==> src/rtl/cpu_run_ctrl.sv <==
// cpu_run_ctrl
//   Run controller for the 16-bit accumulator CPU and its single-port RAM.
//   The CPU is held in reset while the host loads or inspects RAM. On start,
//   the CPU is released and its program counter is watched. The run ends when
//   the program parks in a self-loop, the cycle budget runs out, or the host
//   aborts. This block also owns the RAM port multiplexer.
//
//   state | meaning
//   ------+-------------------------------------------------------------
//   IDLE  | host owns RAM, CPU held in reset, waits for host access/start
//   HRD   | host read: RAM data is back this cycle, ack + rvalid
//   RUN   | CPU released, RAM port passes CPU signals, cycle/halt tracking
//   HALT  | one-cycle gap with CPU in reset before returning to IDLE
//
// Ports
//   clk, rst            : clock (rising edge), async active-low reset
//   start, abort        : run control from host
//   busy, done, timeout : run status (done/timeout are levels until next start)
//   cycles              : RUN cycles of the last/current run
//   host_*              : host RAM access (req held until ack)
//   cpu_rst             : active-high reset to the CPU
//   cpu_wrEn/addr/wdata : CPU RAM port, cpu_pc : CPU program counter
//   ram_*               : shared RAM port
module cpu_run_ctrl #(
    parameter int unsigned SIZE        = 10,
    parameter int unsigned HALT_CYCLES = 16,
    parameter logic [31:0] MAX_CYCLES  = 32'hFFFF_FFFF
) (
    input  logic            clk,
    input  logic            rst,
    input  logic            start,
    input  logic            abort,
    output logic            busy,
    output logic            done,
    output logic            timeout,
    output logic [31:0]     cycles,
    input  logic            host_req,
    input  logic            host_we,
    input  logic [SIZE-1:0] host_addr,
    input  logic [15:0]     host_wdata,
    output logic            host_ack,
    output logic            host_rvalid,
    output logic [15:0]     host_rdata,
    output logic            cpu_rst,
    input  logic            cpu_wrEn,
    input  logic [SIZE-1:0] cpu_addr,
    input  logic [15:0]     cpu_wdata,
    input  logic [SIZE-1:0] cpu_pc,
    output logic            ram_wrEn,
    output logic [SIZE-1:0] ram_addr,
    output logic [15:0]     ram_wdata,
    input  logic [15:0]     ram_rdata
);

    typedef enum logic [1:0] {
        S_IDLE = 2'd0,
        S_HRD  = 2'd1,
        S_RUN  = 2'd2,
        S_HALT = 2'd3
    } state_t;

    localparam int unsigned   SW       = $clog2(HALT_CYCLES + 1);
    localparam logic [SW-1:0] HALT_CNT = SW'(HALT_CYCLES);

    state_t          state, state_nxt;
    logic [SIZE-1:0] pc_q;
    logic [SW-1:0]   stable, stable_nxt;
    logic [31:0]     cycles_inc;
    logic            run_start, run_end, end_timeout;

    always_ff @(posedge clk or negedge rst) begin
        if (!rst) begin
            state   <= S_IDLE;
            done    <= 1'b0;
            timeout <= 1'b0;
            cycles  <= '0;
            pc_q    <= '0;
            stable  <= '0;
        end else begin
            state <= state_nxt;
            if (run_start) begin
                done    <= 1'b0;
                timeout <= 1'b0;
                cycles  <= '0;
                pc_q    <= '0;
                stable  <= '0;
            end
            if (state == S_RUN) begin
                cycles <= cycles_inc;
                pc_q   <= cpu_pc;
                stable <= stable_nxt;
                // done is visible already during the HALT cycle
                if (run_end) begin
                    done    <= 1'b1;
                    timeout <= end_timeout;
                end
            end
        end
    end

    always_comb begin
        state_nxt   = state;
        busy        = 1'b0;
        cpu_rst     = 1'b1;
        host_ack    = 1'b0;
        host_rvalid = 1'b0;
        host_rdata  = '0;
        ram_wrEn    = 1'b0;
        ram_addr    = '0;
        ram_wdata   = '0;
        run_start   = 1'b0;
        run_end     = 1'b0;
        end_timeout = 1'b0;
        cycles_inc  = cycles + 32'd1;
        stable_nxt  = (cpu_pc == pc_q) ? stable + SW'(1) : '0;

        case (state)
            S_IDLE: begin
                // a pending host access always wins over start
                if (host_req) begin
                    ram_addr = host_addr;
                    if (host_we) begin
                        ram_wrEn  = 1'b1;
                        ram_wdata = host_wdata;
                        host_ack  = 1'b1;
                    end else begin
                        state_nxt = S_HRD;
                    end
                end else if (start) begin
                    run_start = 1'b1;
                    state_nxt = S_RUN;
                end
            end
            S_HRD: begin
                ram_addr    = host_addr;
                host_ack    = 1'b1;
                host_rvalid = 1'b1;
                host_rdata  = ram_rdata;
                state_nxt   = S_IDLE;
            end
            S_RUN: begin
                busy      = 1'b1;
                cpu_rst   = 1'b0;
                ram_wrEn  = cpu_wrEn;
                ram_addr  = cpu_addr;
                ram_wdata = cpu_wdata;
                if (abort) begin
                    run_end     = 1'b1;
                    end_timeout = 1'b1;
                end else if (cycles_inc == MAX_CYCLES) begin
                    run_end     = 1'b1;
                    end_timeout = 1'b1;
                end else if (stable_nxt == HALT_CNT) begin
                    run_end = 1'b1;
                end
                if (run_end) state_nxt = S_HALT;
            end
            S_HALT: begin
                state_nxt = S_IDLE;
            end
            default: begin
                state_nxt = S_IDLE;
            end
        endcase

        // while reset is held, nothing may reach the RAM or the host,
        // even if a host request is already pending
        if (!rst) begin
            busy        = 1'b0;
            cpu_rst     = 1'b1;
            host_ack    = 1'b0;
            host_rvalid = 1'b0;
            host_rdata  = '0;
            ram_wrEn    = 1'b0;
            ram_addr    = '0;
            ram_wdata   = '0;
        end
    end

endmodule

==> config.mk <==
export PLATFORM = sky130hd
export DESIGN_NAME = cpu_run_ctrl
export DESIGN_NICKNAME = d
export VERILOG_FILES = /design/src/rtl/cpu_run_ctrl.sv
export SDC_FILE = /design/constraint.sdc
export NUM_CORES = 1
export LEC_CHECK = 0
export ABC_AREA = 1
export BUFFER_PORTS_ARGS = -buffer_cell sky130_fd_sc_hd__buf_4
export CORE_MARGIN = 2
export CORE_UTILIZATION = 48
export CTS_CLUSTER_DIAMETER = 100
export CTS_CLUSTER_SIZE = 40
export DETAILED_ROUTE_END_ITERATION = 10
export PLACE_DENSITY = 0.81
export SETUP_SLACK_MARGIN = 0.3
export SLEW_MARGIN = 40
export SYNTH_ARGS = -nofsm -noshare
export SYNTH_HDL_FRONTEND = slang
export SYNTH_SLANG_ARGS = --single-unit
export TNS_END_PERCENT = 10
==> constraint.sdc <==
create_clock -name clk -period 2.5 [get_ports clk]
set_input_delay 0.125 -clock clk [delete_from_list [all_inputs] [get_ports clk]]
set_output_delay 0.125 -clock clk [all_outputs]
set_load 0.01 [all_outputs]
==> results of run 1 <==
[routing by layer]
layer | up-vias | routed length (um)
met5 | - | 0
met4 | 0 | 132
li1 | 2218 | -
met1 | 2046 | 5460
met2 | 169 | 6340
met3 | 18 | 1030
[worst paths after layout]
| kind | start | to | slack [ns] | depth (start not counted) |
|---|---|---|---|---|
| min in group asynchronous | rst | cycles[29] | 0.50 | 3 |
| max in group asynchronous | rst | cycles[8] | 1.51 | 3 |
| worst min-delay path | cpu_pc[9] | pc_q[9] | 0.03 | 3 |
| worst max register to register | cycles[1] | timeout | 0.39 | 16 |
| worst min register to register | pc_q[5] | pc_q[5] | 0.54 | 2 |
| worst max-delay path | cycles[1] | timeout | 0.39 | 16 |
[worst max-delay path, cell delays in order (launching register included)]
cell	delay, ns
dfrtp_2	0.45
ha_4	0.18
nand2_4	0.07
nor2_8	0.18
nand2_4	0.08
nor2_4	0.16
buf_6	0.14
nand2_1	0.05
nand2_1	0.07
nand2_1	0.06
nor2_1	0.09
nand2_1	0.07
nor2_2	0.10
nand3_2	0.14
nand2_2	0.10
nand2_2	0.06
o21ai_2	0.06
[synth_stat cells, drive strengths merged]
master and instances:
dfrtp 51, nand2 183, a21oi 8, o22ai 26
nor3 3, xnor2 2, nor2 119, buf 1
clkbuf 18, inv 61, o21ai 19, a22oi 26
nand4 2, and2 1, ha 3, nor3b 1
nand3 45, o31ai 2, nand3b 1, clkinv 1
xor2 10
[through the flow]
stage	instances	hold slack, ns
after floorplan	583	-0.171
after global placement	838	0.319
after detailed placement	838	0.315
after CTS	847	0.0283
after global routing	857	0.0283
final	857	0.0312
[repair_timing]
item	4_1_cts	5_1_grt
cloned	0	0
endpoints found under the hold margin	51	0
setup buffers	0	10
hold buffers	1	0
setup endpoints to repair	3	5
resized for setup	2	27
pin swaps	1	14
[registers in the layout (all words and copies together), names as in the netlist]
| register | cells |
|---|---|
| cycles | 32 |
| done | 1 |
| pc_q | 10 |
| stable | 5 |
| state | 2 |
| timeout | 1 |
[area by class of cell]
type                       count  area (um2)  share of cell area, %
clock buffer                   5        68.8                   1.28
tap                          102         128                   2.38
multi-input combinational    451        2240                   41.7
inverter                      62         236                   4.41
timing repair buffer         183        1380                   25.8
sequential                    51        1280                   24.0
clock inverter                 3        25.0                  0.467
[power by group]
part	total, uW	leakage (uW)	switching (uW)	internal, uW
Combinational	1550	0.00186	901	644
Sequential	1070	0.000679	113	954
Clock	515	0.0000452	310	205
Total	3130	0.00258	1320	1800
[cells by family after synthesis]
group                    Yosys count
flip-flops                        51
adder cells (fa/ha/maj)            3
buffers and inverters             81
XOR/XNOR                          12
AND/OR/NAND/NOR                  355
AO/OA/AOI/OAI                     81
==> metrics.yaml, run 1 <==
critPathMaxFanout: 7
layout_common_cells: "buf_4 (180), nand2_1 (170), nor2_1 (93)"
muxShareOfSynthArea_pct: 0
synth_top_family_by_area: "simple AND/OR/NAND/NOR gates"
final_common_cell: "buf_4"
ys_types: 29
syn_nets: 671
antenna_left: 0
grt_pass1_wl_um: 20400
fin_setup_tns_ns: 0
drt_iter0_drc: 288
timing.fmax_mhz: 475
globalplace.congestion: 1.02
fp.dieW_um: 92.5
synth_seq_cells: 51
drc: 0
firstDrtPassIters: 5
cts_tree: "done"
nFillCells: 673
rsz0062_at_grt: "yes"
yosys-top-cells-area: "dfrtp_1 (34%), nand2_1 (17%), nor2_1 (10%)"
layout-drive-gt1-share_pct: 32.1
antenna_found_initial: 0
synth_top_cell_by_area: "dfrtp_1"
relSlewSlack_pct: 48.3
yosys_warnings: 0
clkTransAtPathRegs_ns: 0.11
end_kind: "flop"
fin_area_um2: 5360
syn2layout_area_growth_pct: 42.6
netlist.area_leader.share_pct: 33.9
synth_fa_ha_area_share_pct: 0.998
routed_wl_um: 13000
fin_util_pct: 70.1
arrival_ns: 2.35
cts_buffers: 5
vdd_drop_max_mv: 0.812
worst_pin_slew_ns: 0.776
cts_sinks: 51
start_kind: "flop"
syn_area_per_cell_um2: 6.45
grtUsageMet1_pct: 39.8
synth-seq-area-share_pct: 33.9
start_util_pct: 49.2
syn-instance-count: 583
synth-compound-area-share_pct: 13.6
die_area_um2: 8560
use_met3_pct: 6.75
num_rows: 32
final.min_clock_period_ns: 2.11
grt_use_met2_pct: 49.8
die_h_um: 92.5
synth_area_um2: 3760
wl_per_cell_um: 15.1
portBuffers: 165
required_ns: 2.74
hpwl_um: 9940
maxCapViolations: 0
vias: 4451
power_uw: 3130
pre_cts_slack_ns: 0.277
grt_use_total_pct: 29.7
ios: 166
cts_root_buf: "clkbuf_8"
dpl-instance-area_um2: 5100
busiest_layer: "met2"
criticalPathCategory: "flop to flop"
grt_max_degree: 52
final_nets: 842
p_leak_uw: 0.00258
synth-simple-area-share_pct: 40.4
synth-xor-area-share_pct: 2.79
drv_slew: 0
setup_ws_ns: 0.394
diodes: 0
fin_crit_sh_pct: 84.2
cts_buffer_depth: 2
vias_per_cell: 5.19
cts.htree.levels: 2
worstSkewPairLatency_ns: 0.31
hold_class: "input pin to flop"
status: "finished clean"
core-area_um2: 7650
hold_violations: 0
grt_pass1_vias: 4207
power_density_nw_per_um2: 583
skew_ns: 0.00729
grt-ovfl-total: 0
setup_viol_count_final: 0
Note: power is estimated with default switching activity, not from simulation.
==> run 2, diff against run 1 <==
==> constraint.sdc (replaced) <==
create_clock -name clk -period 2 [get_ports clk]
set_input_delay 0.1 -clock clk [delete_from_list [all_inputs] [get_ports clk]]
set_output_delay 0.1 -clock clk [all_outputs]
set_load 0.01 [all_outputs]
==> run 2 against run 1 <==
  * The flow now finishes with violations (setup timing)
  * Critical endpoint is now state[0]
  * Design area grew 9.6%
  * Non-clock buffer count grew 44
  * Critical path depth shrank 1
==> metrics.yaml, run 2 (synthesized netlist as in run 1, its figures left out) <==
status: "complete, but fails checks"
violations: "setup timing"
whs_path_depth: 3  # unchanged
diodes: 0  # unchanged
setup_ws_ns: -0.0133  # -0.407 ns
antenna_left: 0  # unchanged
largest_reg_flops: 32  # unchanged
hold_violations: 0  # unchanged
required_ns: 2.26  # -0.48 ns
fin_crit_sh_pct: 101  # +16 points
multi_input_area_um2: 2370  # +6.0%
critPathTopFamily: "simple AND/OR/NAND/NOR gates"
relSlewSlack_pct: 51.7  # +3.4 points
final_common_cell: "buf_4"
ios: 166  # unchanged
start_kind: "flop"
rr_endpoint: "state[0]"
cpMaxStageDelayCell: "dfrtp_2"
worstPathCellList: "nand2_2 -> nor2_2 -> buf_4 -> nand2_1 -> nor2_1 -> nand2_1 -> nand2_1 -> nand2_1 -> nor2_1 -> nand2_1 -> nor2_2 -> nand3_2 -> nand3_2 -> nand2_2 -> nor2_2"
cts_buffer_depth: 2  # unchanged
wl_per_cell_um: 15.4  # +2.0%
syn2layout_area_growth_pct: 56.2
p_leak_uw: 0.00289  # +12%
vdd_drop_max_mv: 0.602  # -26%
slowest_delay_ns: 0.43  # -0.02 ns
fin_util_pct: 76.8  # +6.7 points
worstSkewPairLatency_ns: 0.31  # about the same
hold_end: "pc_q[0]"
largest-register: "cycles"
power_uw: 4200  # +34%
drv_slew: 0  # unchanged
cts.htree.levels: 2  # unchanged
end_kind: "flop"
grt_pass1_vias: 4439  # +5.5%
r2r_slack_ns: -0.01  # -0.41 ns
timing.fmax_mhz: 497  # +4.6%
firstDrtPassIters: 7  # +2
vias_per_cell: 5.31  # +2.3%
final_nets: 886  # +5.2%
hpwl_um: 10200  # +2.3%
power_density_nw_per_um2: 714  # +23%
drc: 0  # unchanged
cts_tree: "done"
die_area_um2: 8560  # unchanged
maxCapViolations: 0  # unchanged
skew_ns: 0.00796  # +0.000670 ns
grt_use_total_pct: 30.7  # +0.95 points
ff2ff_path_depth: 15  # -1
critPathMaxFanout: 4  # -3
vias: 4788  # +7.6%
cts_sinks: 51  # unchanged
reg2reg_from: "cycles[9]"
cts_root_buf: "clkbuf_8"
cts_buffers: 5  # unchanged
regArea_um2: 1280  # unchanged
clkTransAtPathRegs_ns: 0.10  # about the same
drt_iter0_drc: 461  # +60%
nFillCells: 570  # -15%
cpMostUsedCell: "nand2_1"
hold_class: "input pin to flop"
setup_viol_count_final: 1  # +1
layout-drive-gt1-share_pct: 39.2  # +7.1 points
arrival_ns: 2.27  # -0.08 ns
portBuffers: 165  # unchanged
core-area_um2: 7650  # unchanged
grt-ovfl-total: 0  # unchanged
grt_max_degree: 52  # unchanged
hp-start: "cpu_pc[0]"
die_h_um: 92.5  # unchanged
dpl-instance-area_um2: 5350  # +4.9%
rsz0062_at_grt: "yes"
num_rows: 32  # unchanged
worst_pin_slew_ns: 0.724  # -0.0524 ns
layout_common_cells: "buf_4 (222), nand2_1 (150), nor2_1 (88)"
largest_registers: "cycles (32), pc_q (10), stable (5)"
start_util_pct: 49.2  # unchanged
antenna_found_initial: 0  # unchanged
path_buf_inv: 1  # unchanged
fin_area_um2: 5880  # +9.6%
final.min_clock_period_ns: 2.01  # -0.0928 ns
criticalPathCategory: "flop to flop"
globalplace.congestion: 0.951  # -7.1%
routed_wl_um: 13900  # +7.3%
fp.dieW_um: 92.5  # unchanged
grt_pass1_wl_um: 21200  # +3.7%
-- run 2: cell count changes in the layout (fill, tap and decap cells not counted), sizes merged --
cell	change
buf	+44
bufinv	+1
clkbuf	+1
clkinv	+1
clkinvlp	-2
inv	-1
-- run 2: through the flow --
step                setup slack (ns)  cells  hold slack (ns)  setup TNS (ns)
global placement              -0.197    866            0.286          -0.565
finish                       -0.0133    901          0.00224         -0.0133
global route                  -0.124    901           0.0152          -0.353
CTS                           0.0370    890          0.00856               0
detailed placement            -0.205    866            0.284          -0.605
floorplan                      0.219    583           -0.196               0
-- run 2: metal layers --
layer / global-route usage [%] / vias to the layer above / part of all wire [%]
met4: 5.35 / 0 / 1.3
li1: - / 2314 / -
met3: 4.72 / 25 / 6.7
met5: 0 / - / 0
met1: 41.4 / 2233 / 42
met2: 52.8 / 216 / 50
-- run 2: how the worst max path moves through the flow --
stage,from,endpoint,slack (ns),cells past startpoint
2_1_floorplan,cycles[1],timeout,0.22,15
3_3_place_gp,cycles[8],timeout,-0.20,14
3_5_place_dp,cycles[8],timeout,-0.21,14
4_1_cts,cycles[0],timeout,0.04,15
5_1_grt,cycles[9],timeout,-0.12,15
6_report,cycles[9],state[0],-0.01,15
-- run 2: worst min-delay path, stage by stage --
cell,delay [ns]
buf_4,0.09
nand2_1,0.05
nand2_1,0.05
-- run 2: cell type report --
cell class	count	share of cell area, %
clock buffer	6	1.41
clock inverter	2	0.596
inverter	62	4.00
multi-input combinational	451	40.4
sequential	51	21.9
tap	102	2.17
timing repair buffer	227	29.6
-- run 2: what timing repair did --
action / in CTS / in global routing
endpoints found under the setup margin: 20 / 35
setup buffers: 15 / 11
gates resized for setup: 15 / 50
endpoints found under the hold margin: 51 / 0
hold buffers: 1 / 0
pin swaps: 17 / 23
-- run 2: power by group --
part,leakage [uW],switching (uW),internal (uW)
logic,0.00215,1190,901
clock network,0.0000612,373,406
registers,0.000679,133,1190
==> run 3, diff against run 2 <==
--- a/config.mk
+++ b/config.mk
@@ -8,11 +8,11 @@
 export ABC_AREA = 1
 export BUFFER_PORTS_ARGS = -buffer_cell sky130_fd_sc_hd__buf_4
 export CORE_MARGIN = 2
-export CORE_UTILIZATION = 48
+export CORE_UTILIZATION = 44
 export CTS_CLUSTER_DIAMETER = 100
 export CTS_CLUSTER_SIZE = 40
 export DETAILED_ROUTE_END_ITERATION = 10
-export PLACE_DENSITY = 0.81
+export PLACE_DENSITY = 0.78
 export SETUP_SLACK_MARGIN = 0.3
 export SLEW_MARGIN = 40
 export SYNTH_ARGS = -nofsm -noshare
==> constraint.sdc (replaced) <==
create_clock -name clk -period 1.7 [get_ports clk]
set_input_delay 0.085 -clock clk [delete_from_list [all_inputs] [get_ports clk]]
set_output_delay 0.085 -clock clk [all_outputs]
set_load 0.01 [all_outputs]
==> run 3 against run 2 <==
  * Highest routed layer unchanged
  * Cell count rose by 8.3%
  * Fmax fell by 5.5%
  * Die area rose by 8.7%
  * The flow still finishes with violations (setup timing)
  * Via count rose by 9.9%
==> metrics.yaml, run 3 (synthesized netlist as in run 1, its figures left out) <==
portBuffers: 165  # unchanged
setup_ws_ns: -0.430  # -0.417 ns
fin_area_um2: 6760  # +15%
skew_ns: 0.0107  # +0.00278 ns
hold_violations: 0  # unchanged
drt_iter0_drc: 319  # -31%
syn2layout_area_growth_pct: 79.7
relSlewSlack_pct: 44.1  # -7.6 points
die_h_um: 96.5  # +4.3%
status: "complete, but fails checks"
largest-register: "cycles"
clkTransAtPathRegs_ns: 0.11  # about the same
power_uw: 5670  # +35%
cts_buffer_depth: 2  # unchanged
drc: 0  # unchanged
power_density_nw_per_um2: 838  # +17%
cts_buffers: 5  # unchanged
fp.dieW_um: 96.5  # +4.3%
vias_per_cell: 5.39  # +1.5%
internal_power_uw: 3230  # +29%
arrival_ns: 2.39  # +0.12 ns
setup_viol_count_final: 25  # +24
cts_root_buf: "clkbuf_8"
vdd_drop_max_mv: 0.864  # +44%
largest_reg_flops: 32  # unchanged
grt_pass1_wl_um: 22600  # +6.9%
switching_share_pct: 42.9  # +2.4 points
cts.htree.levels: 2  # unchanged
hold_class: "input pin to flop"
worstSkewPairLatency_ns: 0.32  # about the same
required_ns: 1.96  # -0.30 ns
drv_slew: 0  # unchanged
p_seq_share_pct: 27.8  # -3.7 points
cts_tree: "done"
hpwl_um: 10700  # +5.7%
fin_crit_sh_pct: 125  # +25 points
hold_end: "pc_q[4]"
critPathMaxFanout: 3  # -1
reg2reg_from: "cycles[8]"
vias: 5262  # +9.9%
grt_pass1_vias: 4778  # +7.6%
p_leak_uw: 0.00329  # +14%
rsz0062_at_grt: "yes"
fin_util_pct: 81.9  # +5.0 points
violations: "setup timing"
start_kind: "flop"
whs_ns: 0.0441  # +0.0419 ns
routed_wl_um: 16600  # +19%
dpl-instance-area_um2: 5840  # +9.1%
diodes: 0  # unchanged
pwr-share-comb_pct: 58.0  # +8.1 points
criticalPathCategory: "flop to flop"
layout-drive-gt1-share_pct: 48.3  # +9.2 points
p_switching_uw: 2430  # +43%
antenna_found_initial: 0  # unchanged
ff2ff_path_depth: 15  # unchanged
pwr-share-clk_pct: 14.2  # -4.3 points
die_area_um2: 9300  # +8.7%
final_common_cell: "buf_4"
antenna_left: 0  # unchanged
hp-start: "cpu_pc[4]"
globalplace.congestion: 0.992  # +4.4%
final_nets: 958  # +8.1%
layout_common_cells: "buf_4 (272), nand2_1 (155), nor2_1 (73)"
core-area_um2: 8260  # +8.0%
grt_use_total_pct: 31.4  # +0.70 points
final.min_clock_period_ns: 2.13  # +0.117 ns
firstDrtPassIters: 5  # -2
maxCapViolations: 0  # unchanged
grt-ovfl-total: 0  # unchanged
wl_per_cell_um: 17.0  # +10%
start_util_pct: 45.5  # -3.6 points
ios: 166  # unchanged
num_rows: 33  # +3.1%
timing.fmax_mhz: 469  # -5.5%
rr_endpoint: "state[0]"
r2r_slack_ns: -0.43  # -0.42 ns
worst_pin_slew_ns: 0.837  # +0.114 ns
largest_registers: "cycles (32), pc_q (10), stable (5)"
cts_sinks: 51  # unchanged
grt_max_degree: 52  # unchanged
end_kind: "flop"
whs_path_depth: 3  # unchanged
## run 3: cell types whose count changed in the layout (fill, tap and decap cells not counted), moves of 6 or more
| cell | before | now |
|---|---|---|
| buf_4 | 222 | 272 |
| nor2_4 | 13 | 22 |
| a22oi_2 | 0 | 20 |
| nor2_2 | 17 | 23 |
| a22oi_1 | 26 | 6 |
| buf_6 | 2 | 13 |
| nor2_1 | 88 | 73 |
## run 3: metal layers
layer  up-vias  GRT usage [%]  share of wire [%]
li1       2460              -                  -
met1      2472           40.2                 38
met2       271           54.3                 52
met3        59           5.82                7.3
met4         0           8.69                3.6
met5         -              0                  0
## run 3: critical path, cell delays in order, from the launching register on
cell and delay, ns:
dfrtp_1 0.41, nand2_1 0.16, nor2_2 0.22, nand2_2 0.11, nor2_4 0.14, buf_6 0.11, nand2_2 0.05, nand2_2 0.07
nand2_1 0.05, nor2_1 0.13, nand2_1 0.11, nor2_2 0.13, nand3_2 0.13, nand3_2 0.10, nand2_2 0.06, nor2_2 0.08
## run 3: what timing repair did
item                                    in CTS  in global routing
gates resized for setup                     59                 77
buffers inserted                            22                  7
pin swaps                                   44                 47
gates cloned                                 1                  3
endpoints found under the setup margin      75                 90
hold buffers                                 6                  0
endpoints found under the hold margin       56                  0
## run 3: layout make-up
| class | count | area, um2 |
|---|---|---|
| inverters | 62 | 238 |
| repair buffers | 299 | 2400 |
| well taps | 105 | 131 |
| clock inverters | 3 | 28.8 |
| fillers | 546 | 1500 |
| clock buffers | 5 | 68.8 |
| flip-flops and latches | 51 | 1280 |
| multi-input cells | 451 | 2610 |
## run 3: power groups by stage
stage / registers (uW) / clock network [uW] / logic, uW
2_1_floorplan: 1590 / 0 / 1290
3_3_place_gp: 1560 / 0 / 2440
3_5_place_dp: 1580 / 0 / 2510
4_1_cts: 1550 / 811 / 2720
5_1_grt: 1590 / 867 / 3510
6_report: 1570 / 807 / 3290
## run 3: worst max path at each step
stage / startpoint / endpoint
floorplan: cycles[1] / timeout
global placement: cycles[12] / timeout
detailed placement: cycles[12] / timeout
CTS: cycles[0] / timeout
global route: cycles[8] / state[0]
finish: cycles[8] / state[0]
## run 3: through the flow
step	setup WS (ns)	instances	setup TNS [ns]
2_1_floorplan	-0.0811	583	-0.227
3_3_place_gp	-0.359	929	-1.06
3_5_place_dp	-0.407	929	-1.23
4_1_cts	-0.292	966	-1.17
5_1_grt	-0.475	976	-4.19
6_report	-0.430	976	-2.37
